[src/rtl/serial_adder_pkg.sv]
// serial_adder_pkg
// Shared types and helpers for the bit-serial add/subtract controller.
//   sa_state_t : controller state encoding (IDLE, BUSY, DONE)
//   cnt_width  : width of the bit counter for a given operand width
package serial_adder_pkg;

    typedef enum logic [1:0] {
        IDLE,
        BUSY,
        DONE
    } sa_state_t;

    // The counter only has to reach WIDTH-1, so $clog2(WIDTH) bits are enough.
    // The guard keeps the counter at least one bit wide for degenerate widths.
    function automatic int cnt_width(input int width);
        if (width < 2) begin
            return 1;
        end
        return $clog2(width);
    endfunction

endpackage

[src/rtl/full_adder_1.sv]
// full_adder_1
// Single-bit full adder used as the bit-slice of the serial datapath.
// Ports:
//   a, b  : operand bits
//   cin   : carry in
//   sum   : sum bit
//   cout  : carry out
module full_adder_1 (
    input  logic a,
    input  logic b,
    input  logic cin,
    output logic sum,
    output logic cout
);

    // Plain combinational full adder: sum is the parity of the three inputs,
    // carry is their majority.
    always_comb begin
        sum  = a ^ b ^ cin;
        cout = (a & b) | (a & cin) | (b & cin);
    end

endmodule

[src/rtl/serial_adder_ctrl.sv]
// serial_adder_ctrl
// Bit-serial add/subtract unit. Operands are accepted on a valid/ready
// handshake, added LSB first through one full adder over WIDTH cycles, and
// the result is presented on a second valid/ready handshake.
// Ports:
//   i_clk, i_rst_n      : clock, asynchronous active-low reset
//   i_valid, o_ready    : operand handshake
//   i_a, i_b, i_sub     : operands, 0 = A+B, 1 = A-B
//   o_valid, i_ready    : result handshake
//   o_sum               : WIDTH-bit result
//   o_carry             : carry out of the MSB (subtract: 1 = no borrow)
//   o_overflow          : two's-complement signed overflow
module serial_adder_ctrl
    import serial_adder_pkg::*;
#(
    parameter int WIDTH = 8
) (
    input  logic             i_clk,
    input  logic             i_rst_n,
    input  logic             i_valid,
    output logic             o_ready,
    input  logic [WIDTH-1:0] i_a,
    input  logic [WIDTH-1:0] i_b,
    input  logic             i_sub,
    output logic             o_valid,
    input  logic             i_ready,
    output logic [WIDTH-1:0] o_sum,
    output logic             o_carry,
    output logic             o_overflow
);

    localparam int CW = cnt_width(WIDTH);
    localparam logic [CW-1:0] LAST_BIT = CW'(WIDTH - 1);

    sa_state_t state_q;
    sa_state_t state_d;

    logic [WIDTH-1:0] a_q;
    logic [WIDTH-1:0] b_q;
    logic [WIDTH-1:0] res_q;
    logic [CW-1:0]    cnt_q;
    logic             carry_q;
    logic             carry_out_q;
    logic             ovf_q;

    logic             load;
    logic             step;
    logic             fa_sum;
    logic             fa_cout;

    // The one and only arithmetic element: it sees the current LSBs of the
    // operand shift registers and the running carry.
    full_adder_1 u_bit_slice (
        .a    (a_q[0]),
        .b    (b_q[0]),
        .cin  (carry_q),
        .sum  (fa_sum),
        .cout (fa_cout)
    );

    // State register. Reset aborts any in-flight operation so no result is
    // ever presented for it.
    always_ff @(posedge i_clk or negedge i_rst_n) begin
        if (!i_rst_n) begin
            state_q <= IDLE;
        end else begin
            state_q <= state_d;
        end
    end

    // Next-state and handshake outputs. Operands are only looked at in IDLE,
    // so requests arriving while busy or holding a result are simply ignored.
    always_comb begin
        state_d = state_q;
        o_ready = 1'b0;
        o_valid = 1'b0;
        load    = 1'b0;
        step    = 1'b0;
        case (state_q)
            IDLE: begin
                o_ready = 1'b1;
                if (i_valid) begin
                    load    = 1'b1;
                    state_d = BUSY;
                end
            end
            BUSY: begin
                step = 1'b1;
                if (cnt_q == LAST_BIT) begin
                    state_d = DONE;
                end
            end
            DONE: begin
                o_valid = 1'b1;
                if (i_ready) begin
                    state_d = IDLE;
                end
            end
            default: begin
                state_d = IDLE;
            end
        endcase
    end

    // Datapath. Subtraction is A + ~B + 1: B is inverted at load time and the
    // +1 enters as the initial carry. Each compute cycle the sum bit enters
    // the result register from the top, so after WIDTH shifts the first
    // (LSB) sum bit has landed in bit 0. Carry-out and overflow get their own
    // registers so they stay put once the carry register is reloaded.
    always_ff @(posedge i_clk or negedge i_rst_n) begin
        if (!i_rst_n) begin
            a_q         <= '0;
            b_q         <= '0;
            res_q       <= '0;
            cnt_q       <= '0;
            carry_q     <= 1'b0;
            carry_out_q <= 1'b0;
            ovf_q       <= 1'b0;
        end else if (load) begin
            a_q     <= i_a;
            b_q     <= i_sub ? ~i_b : i_b;
            carry_q <= i_sub;
            cnt_q   <= '0;
        end else if (step) begin
            res_q   <= {fa_sum, res_q[WIDTH-1:1]};
            a_q     <= a_q >> 1;
            b_q     <= b_q >> 1;
            carry_q <= fa_cout;
            cnt_q   <= cnt_q + CW'(1);
            // On the MSB slice, carry_q is the carry into the MSB, so its XOR
            // with the adder's carry out is the signed overflow.
            if (cnt_q == LAST_BIT) begin
                carry_out_q <= fa_cout;
                ovf_q       <= carry_q ^ fa_cout;
            end
        end
    end

    assign o_sum      = res_q;
    assign o_carry    = carry_out_q;
    assign o_overflow = ovf_q;

endmodule

[config.mk]
export PLATFORM = sky130hd
export DESIGN_NAME = serial_adder_ctrl
export DESIGN_NICKNAME = d
export VERILOG_FILES = /design/src/rtl/serial_adder_pkg.sv /design/src/rtl/full_adder_1.sv /design/src/rtl/serial_adder_ctrl.sv
export SDC_FILE = /design/constraint.sdc
export NUM_CORES = 1
export LEC_CHECK = 0
export ABC_AREA = 1
export CORE_UTILIZATION = 30
export DETAILED_ROUTE_END_ITERATION = 7
export GPL_TIMING_DRIVEN = 0
export SLEW_MARGIN = 20
export SYNTH_ARGS = -nofsm -noshare
export SYNTH_HDL_FRONTEND = slang
export SYNTH_HIERARCHICAL = 1
export SYNTH_SLANG_ARGS = --single-unit
export TNS_END_PERCENT = 10
[constraint.sdc]
create_clock -name i_clk -period 3.2 [get_ports i_clk]
set_input_delay 0.32 -clock i_clk [delete_from_list [all_inputs] [get_ports i_clk]]
set_output_delay 0.32 -clock i_clk [all_outputs]
set_load 0.02 [all_outputs]
# --- After elaboration in Yosys (flattened, before gate mapping) ---
# Index checks and enable logic that the tools add are counted.
word_totals:
  ff_bits: 32
  latchBits: 0
  ram_bits: 0
  mem_bits_ro: 0
  input_bits: 21
  output_inout_bits: 12
  wordCells: 48
  memories: 0
op_classes:
  add_sub_neg: 1
  multipliers: 0
  div_mod_pow: 0
  order_cmp: 0
  n_eq_ne: 6
  shifts: 0
  muxes: 18
  bitwise_logic: 10
  n_reduce_logical: 5
ops:
  columns: ["operator", "n"]
  rows:
  - ["$mux W8", 5]
  - ["$not A8 Y8", 1]
  - ["$mux W1", 7]
  - ["$mux W2", 3]
  - ["$mux W3", 2]
  - ["$ne A2 B2 Y1 const B", 3]
  - ["$pmux W2 S3", 1]
  - ["$reduce_and A3 Y1", 2]
  - ["$add A3 B1 Y3 const B", 1]
  - ["$and A1 B1 Y1", 3]
  - ["$eq A3 B3 Y1 const B", 1]
  - ["$xor A1 B1 Y1", 3]
  - ["$eq A2 B1 Y1 const B", 1]
  - ["$eq A2 B2 Y1 const B", 1]
  - ["$logic_not A2 Y1", 1]
  - ["$or A1 B1 Y1", 2]
  - ["$reduce_and A2 Y1", 1]
  - ["$reduce_bool A2 Y1", 1]
  - ["$not A1 Y1", 1]

# --- Logic depth before layout (Yosys ltp) ---
# Gate-level depths: netlist of run 1.
logic_depth:
  depth_word: 5
  mapped_depth: 7
  ltp_nobuf: 6

# --- By module ---
# Netlist of run 1, hierarchy kept.
by_module_without_submodules:
  columns: ["module", "n_inst", "cells_each", "area_per_inst_um2", "seq_area_each_um2"]
  rows:
  - ["serial_adder_ctrl", 1, 200, 1532.7, 800.8]
  - ["full_adder_1", 1, 1, 20.0, 0.0]

# --- Worst setup path before layout of run 1 ---
# Ideal clock, no wire load.
synth_timing:
  path_kind: "register -> register"
  start: "register state_q[0]"
  end: "register b_q[0]"
  arrival_ps: 1139
  t_required_ps: 3135
  path_slack_ps: 1996
  path_stages_with_launch: 7
  path_buffers: 1
  period_less_slack_ps: 1204
  cell_sequence: "dfrtp_1 buf_2 nor2_2 nand2_2 nand2_1 nand2_1 nand2_1"
synth_between:
  elab_chain_len: 3
  elab_cells_between_ends: 6
  classes_between: "eq/ne (1); mux (3); reduce/logical (2)"
synth_rtl:
  columns: ["item", "line", "source"]
  rows:
  - ["from (decl)", "serial_adder_ctrl.sv:35", "sa_state_t state_q;"]
  - ["from (signal assigned)", "serial_adder_ctrl.sv:67", "state_q <= state_d;"]
  - ["$eq A2 B1 Y1 / $logic_not A2 Y1 (equally long branches)", "serial_adder_ctrl.sv:79", "case (state_q)"]
  - ["$mux W1", "serial_adder_ctrl.sv:79", null]
  - ["$reduce_bool A2 Y1 (no line) / $mux W8 (equally long branches)", null, null]
  - ["to (signal assigned)", "serial_adder_ctrl.sv:121", "b_q <= i_sub ? ~i_b : i_b;"]
  - ["to (signal assigned)", "serial_adder_ctrl.sv:127", "b_q <= b_q >> 1;"]
  - ["to (decl)", "serial_adder_ctrl.sv:39", "logic [WIDTH-1:0] b_q;"]
# Parallel ways exist; a longest one is shown, timed or not.
# A chain may end at the register's enable or synchronous reset.

# --- Worst setup path after layout of run 1 ---
layout_timing:
  start: "register state_q[0]"
  end: "output port o_ready"
layout_between:
  elab_chain_len: 2
layout_rtl:
  columns: ["item", "line", "source"]
  rows:
  - ["$logic_not A2 Y1", "serial_adder_ctrl.sv:79", null]
  - ["$mux W1", "serial_adder_ctrl.sv:79", null]
  - ["to (decl)", "serial_adder_ctrl.sv:21", "output logic o_ready,"]
# No other way between the ends.

==> results.cfg, run 1 <==
[setup_path]
worst_setup_path_start_kind = flip-flop
worst_ep_required_time_ns = 2.88
cpPeakStageDelay_ns = 0.62
timing.critical_path.max_delay_family = buffers and inverters
reg2regPathDepth = 7
crit_path_cell_trace = buf_2 -> nor2_2 -> clkdlybuf4s50_1
critical_path_peak_fanout = 10
reg2reg_setup_slack_ns = 1.91
cp_num_cells = 3
cp_num_buf_inv = 2
endpoint_kind = output port
reg2reg_from = state_q[1]
cpMaxStageDelayCell = clkdlybuf4s50_1
worst_ep_arrival_time_ns = 1.67
criticalPathCategory = reg2out
rr_endpoint = b_q[6]

[yosys]
mappedNetlistNets = 225
netlist.top_cell.by_area = dfrtp_1
synth_cell_types = 18
main_combinational_cell_family_by_area_after_synthesis = simple AND/OR/NAND/NOR gates
synthesis.instances = 201
area_share_of_xor_xnor_cells_in_the_synthesized_design_pct = 1.13
synth_top_cell_area_share_pct = 51.6
complex_gate_fraction_of_the_synthesized_area_pct = 4.27
post_synth_and_or_nand_nor_area_fraction_pct = 33.4
synth.mux.area_fraction_pct = 0
synth-adder-area-share_pct = 2.90
synth-seq-cells = 32
syn_area_mm2 = 0.00155
synth_enable_flop_cells = 0
synth_sequential_area_ratio_pct = 51.6
async_reset_ff_share_pct = 100
synth.avg_cell_area_um2 = 7.73
synth.yosys.warnings = 6
yosys-top-cells-area = dfrtp_1, nand2_1, nand3_1, inv_1, o21ai_0
synth_ff_type = dfrtp_1

[clock_network]
cts.repair.resized = 0
root_buffer = clkbuf_8
cts-htree-levels = 2
worst_skew_pair.late_latency_ns = 0.28
cts_sinks = 32
postCtsSetupBuffers = 0
postCtsHoldBufs = 1
clock_tree.buffer_depth = 2
cts-buffers-inserted = 5
tritoncts = built
worst_setup_hold_path_clk_slew_ns = 0.07

[floorplan]
dieArea_mm2 = 0.00547
num_io_pins = 33
floorplan.die.height_um = 73.9
core-area_mm2 = 0.00485
floorplan.die.width_um = 73.9
placementRows = 25
start_util_pct = 32.0

[detailed_routing]
remaining_drc_errors = 0
dr.pass1.iters = 4
drtAntennaViolNets = 0
routedWlPerCell_um = 10.8
route.detailed.vias_per_inst = 4.34
vias = 1340
drtIter0Drc = 54
wirelength_um = 3330

[job]
cap_viol_max_count = 0

[placement]
place.port_buffers = 31
dp.final_hpwl_um = 2430
routability_congestion = 0.684

[grt]
grt_util_all_layers_pct = 14.0
grt_first_pass_wirelength_um = 5620
grt-busiest-layer = met2
gr-usage-met1_pct = 17.2
grt_use_met3_pct = 4.07
via_count_of_the_first_global_routing_pass = 1238
globalRouteMet2Util_pct = 22.6
grt_overflow = 0
antenna_violations_before_repair = 0
grt_start_max_net_pins = 20

[timing]
hold_ws_ns = 0.382
peak_freq_mhz = 503
worstMarginPinSlew_ns = 0.381
hold_viol = 0
max-slew-margin-rel_pct = 74.6
final_max_slew_viol_count = 0
min_period_ns = 1.99
setup_viol = 0
fin_setup_tns_ns = 0
grt_setup_unrepaired = false
timing.clock.skew_ns = 0.00236
post-route-period-util_pct = 62.2

[min_path]
timing.hold.worst.class = in2reg
worstHoldEndpoint = carry_q
hold_path_depth = 3
worstHoldStart = i_sub

[pwr]
sequential_cell_fraction_of_total_power_pct = 37.4
p_leak_nw = 1.06
post-layout-total-power_mw = 1.84
share_clk_of_total_power_pct = 20.7
pwr_density_cell_mw_per_mm2 = 881
internal_power_mw = 1.14
max-vdd-ir-drop_mv = 0.257
power.share.combinational_pct = 41.9
p_sw_share_pct = 37.9
power.net_switching_uw = 697

[run_status]
status = complete, no violations

[final_layout]
area_growth_pct = 34.4
fillers = 494
sequential_cell_area_um2 = 801
share_of_cells_above_drive_strength_1_pct = 10.7
diodes = 0
multi_input_comb_area_um2 = 648
finish.net_count = 265
[worst register-to-register path, cell delays in order (launching register included)]
cell and delay [ns]:
dfrtp_1 0.43, inv_2 0.07, nand2_1 0.08, nor2_4 0.17, buf_2 0.26, nand2_1 0.07, nand2_1 0.06, nand2_1 0.05
[how the worst max path moves through the flow]
stage | slack, ns | start | end
after floorplan | 2.00 | state_q[0] | b_q[0]
after detailed placement | 1.50 | state_q[0] | o_ready
after CTS | 1.18 | state_q[0] | o_ready
final | 1.21 | state_q[0] | o_ready
after global placement | 1.10 | i_rst_n | a_q[4]
after global routing | 1.14 | state_q[0] | o_ready
[through the flow]
stage / std cells / instance area [µm²] / worst slack [ns] / utilization (%)
finish: 309 / 2090 / 1.21 / 43.0
floorplan: 201 / 1550 / 2.00 / -
global route: 309 / 2090 / 1.14 / 43.0
global placement: 299 / 1950 / 1.10 / 40.2
CTS: 309 / 2090 / 1.18 / 43.0
detailed placement: 300 / 1970 / 1.50 / 40.6
[placed cells by master (no fill, tap or decap), types with 2 or more instances in the layout]
cell type,n
nand2_1,108
dfrtp_1,32
clkdlybuf4s50_1,30
nand3_1,16
inv_1,11
o21ai_0,7
buf_2,6
clkbuf_8,5
inv_2,4
buf_4,3
o21ai_1,3
nor2_2,2
xnor2_1,2
ha_1,2
[sequential cells by signal (all words and copies together), names as in the netlist]
signal and cells:
a_q 8, b_q 8, carry_q 1, cnt_q 3, o_carry 1, o_overflow 1, o_sum 8, state_q 2
[layout make-up]
| class | count | share of cell area, % |
|---|---|---|
| clock inverter | 2 | 1.68 |
| timing repair buffer | 33 | 16.4 |
| sequential | 32 | 38.4 |
| tap | 67 | 4.02 |
| inverter | 15 | 2.70 |
| multi-input combinational | 146 | 31.1 |
| clock buffer | 6 | 3.48 |
| buffer | 8 | 2.28 |
[Yosys cell counts, types with 2 or more instances]
cell type and number:
nand2_1 108, o21ai_0 7, inv_1 11, xnor2_1 2, buf_2 5, ha_1 2
buf_4 3, nand3_1 16, inv_2 4, dfrtp_1 32, o21ai_1 3, nor2_2 2
[power groups by stage]
stage               Clock (mW)  Combinational [mW]  Sequential, mW
floorplan                    0               0.446           0.738
global placement             0               0.758           0.689
detailed placement           0               0.784           0.697
CTS                      0.396               0.786           0.692
global route             0.412               0.876           0.710
finish                   0.381               0.770           0.688
[per-layer routing]
layer / share of wire (%) / vias up / routed length [µm]
li1: - / 695 / -
met1: 48 / 610 / 1590
met2: 46 / 30 / 1530
met3: 4.4 / 5 / 146
met4: 1.7 / 0 / 57
met5: 0 / - / 0
[cell families (layout without fill, tap and decap cells)]
family	after synthesis	in the layout
flops	32	32
xor+xnor	2	2
compound gates	12	12
simple gates	129	129
fa+ha+maj	3	3
buf+inv	23	64
(Power assumes the default switching activity.)
==> run 2, diff against run 1 <==
Clock period 3.2 ns to 1.6 ns, I/O delays scaled along.
==> run 2 against run 1 <==
Critical endpoint is now o_valid. Critical path type unchanged. Highest routed layer unchanged. Largest cell class unchanged. Largest power group unchanged. Non-clock buffer count unchanged. Cell count unchanged. Total power grew 99%. Clock skew about the same.
==> results.cfg, run 2 (same netlist as run 1, synthesis figures left out) <==
[run_status]
status = complete, no violations

[placement]
routability_congestion = 0.684
place.port_buffers = 31
postPlaceCellArea_mm2 = 0.00197
dp.final_hpwl_um = 2430
dp_worst_setup_slack_ns = 0.0613
post-place-cells = 300

[grt]
grt_start_max_net_pins = 20
via_count_of_the_first_global_routing_pass = 1248
grt_util_all_layers_pct = 14.0
grt_overflow = 0
grt_first_pass_wirelength_um = 5640
antenna_violations_before_repair = 0

[final_layout]
layoutNonFillerInstCount = 309
area_growth_pct = 34.1
mostFrequentLayoutCells = nand2_1, dfrtp_1, clkdlybuf4s50_1
share_of_cells_above_drive_strength_1_pct = 11.2
finish.net_count = 265
diodes = 0
multi_input_comb_area_um2 = 648
fin_area_mm2 = 0.00208
utilization_pct = 42.9
final_common_cell = nand2_1
sequential_cell_area_um2 = 801
fillers = 495

[timing]
min_period_ns = 1.51
final_max_slew_viol_count = 0
peak_freq_mhz = 664
timing.clock.skew_ns = 0.00222
timing.final.ws_setup_ns = 0.0932
fin_setup_tns_ns = 0
grt_setup_unrepaired = false
hold_viol = 0
hold_ws_ns = 0.222
post-route-period-util_pct = 94.2
setup_viol = 0
worstMarginPinSlew_ns = 0.381
max-slew-margin-rel_pct = 74.6

[pwr]
p_leak_nw = 1.07
power.net_switching_mw = 1.40
post-layout-total-power_mw = 3.67
pwr_density_cell_mw_per_mm2 = 1760
internal_power_mw = 2.27
sequential_cell_fraction_of_total_power_pct = 37.6
max-vdd-ir-drop_mv = 0.513
share_clk_of_total_power_pct = 20.8
p_sw_share_pct = 38.1
power.share.combinational_pct = 41.7

[detailed_routing]
vias = 1338
dr.pass1.iters = 4
drtIter0Drc = 54
routedWlPerCell_um = 10.8
route.detailed.vias_per_inst = 4.33
remaining_drc_errors = 0
wirelength_um = 3340
drtAntennaViolNets = 0

[clock_network]
cts_sinks = 32
postCtsSetupBuffers = 0
worst_skew_pair.late_latency_ns = 0.28
clock_tree.buffer_depth = 2
worst_setup_hold_path_clk_slew_ns = 0.07
tritoncts = built
root_buffer = clkbuf_8
cts-htree-levels = 2
cts-buffers-inserted = 5

[floorplan]
start_util_pct = 32.0
placementRows = 25
floorplan.die.width_um = 73.9
dieArea_mm2 = 0.00547
core-area_mm2 = 0.00485
floorplan.die.height_um = 73.9
num_io_pins = 33

[setup_path]
worst_ep_required_time_ns = 1.44
endpoint_kind = output port
worst_ep_arrival_time_ns = 1.35
reg2regPathDepth = 7
cpPeakStageDelay_ns = 0.42
cp_num_cells = 4
critical_path_peak_fanout = 10
criticalPathCategory = reg2out
cp_num_buf_inv = 3
cpMaxStageDelayCell = dfrtp_1
timing.critical_path.max_delay_family = buffers and inverters
crit_path_cell_trace = inv_2 -> buf_2 -> nor2_1 -> clkdlybuf4s15_1
worst_setup_path_start_kind = flip-flop

[job]
cap_viol_max_count = 0

[min_path]
hold_path_depth = 3
timing.hold.worst.class = in2reg
-- run 2: layout make-up --
class | instances | area share [%]
clock inverters | 2 | 1.68
flip-flops and latches | 32 | 38.5
multi-input cells | 146 | 31.1
clock buffers | 6 | 3.49
plain buffers | 8 | 2.28
well taps | 67 | 4.03
repair buffers | 33 | 16.2
inverters | 15 | 2.70
-- run 2: path summary, 6_finish.rpt --
kind	from	end	slack (ns)
worst max-delay path	state_q[1]	o_valid	0.09
worst min-delay path	i_sub	carry_q	0.22
worst max register to register	state_q[1]	b_q[6]	0.31
worst min register to register	o_sum[0]	o_sum[0]	0.47
max in group asynchronous	i_rst_n	a_q[1]	0.84
min in group asynchronous	i_rst_n	state_q[1]	0.34
-- run 2: per-layer routing --
metal	track usage (%)	wire, µm
met5	0	0
met4	6.41	57
met3	4.07	146
met2	22.8	1540
met1	17.2	1600
-- run 2: worst register-to-register path, delay by kind of cell (launching register included) --
kind	cells	cell delay (ns)
flip-flops	1	0.43
AND/OR/NAND/NOR	5	0.43
buffers and inverters	2	0.33
-- run 2: power groups by stage --
stage / combinational [mW] / clock, mW / sequential, mW
floorplan: 0.893 / 0 / 1.48
global placement: 1.52 / 0 / 1.38
detailed placement: 1.57 / 0 / 1.39
CTS: 1.56 / 0.791 / 1.38
global route: 1.74 / 0.824 / 1.42
finish: 1.53 / 0.762 / 1.38
-- run 2: what timing repair did --
| item | 4_1_cts | 5_1_grt |
|---|---|---|
| hold buffers | 1 | 0 |
| endpoints found under the hold margin | 13 | 0 |
| endpoints found under the setup margin | 2 | 2 |
| gates resized for setup | 2 | 3 |
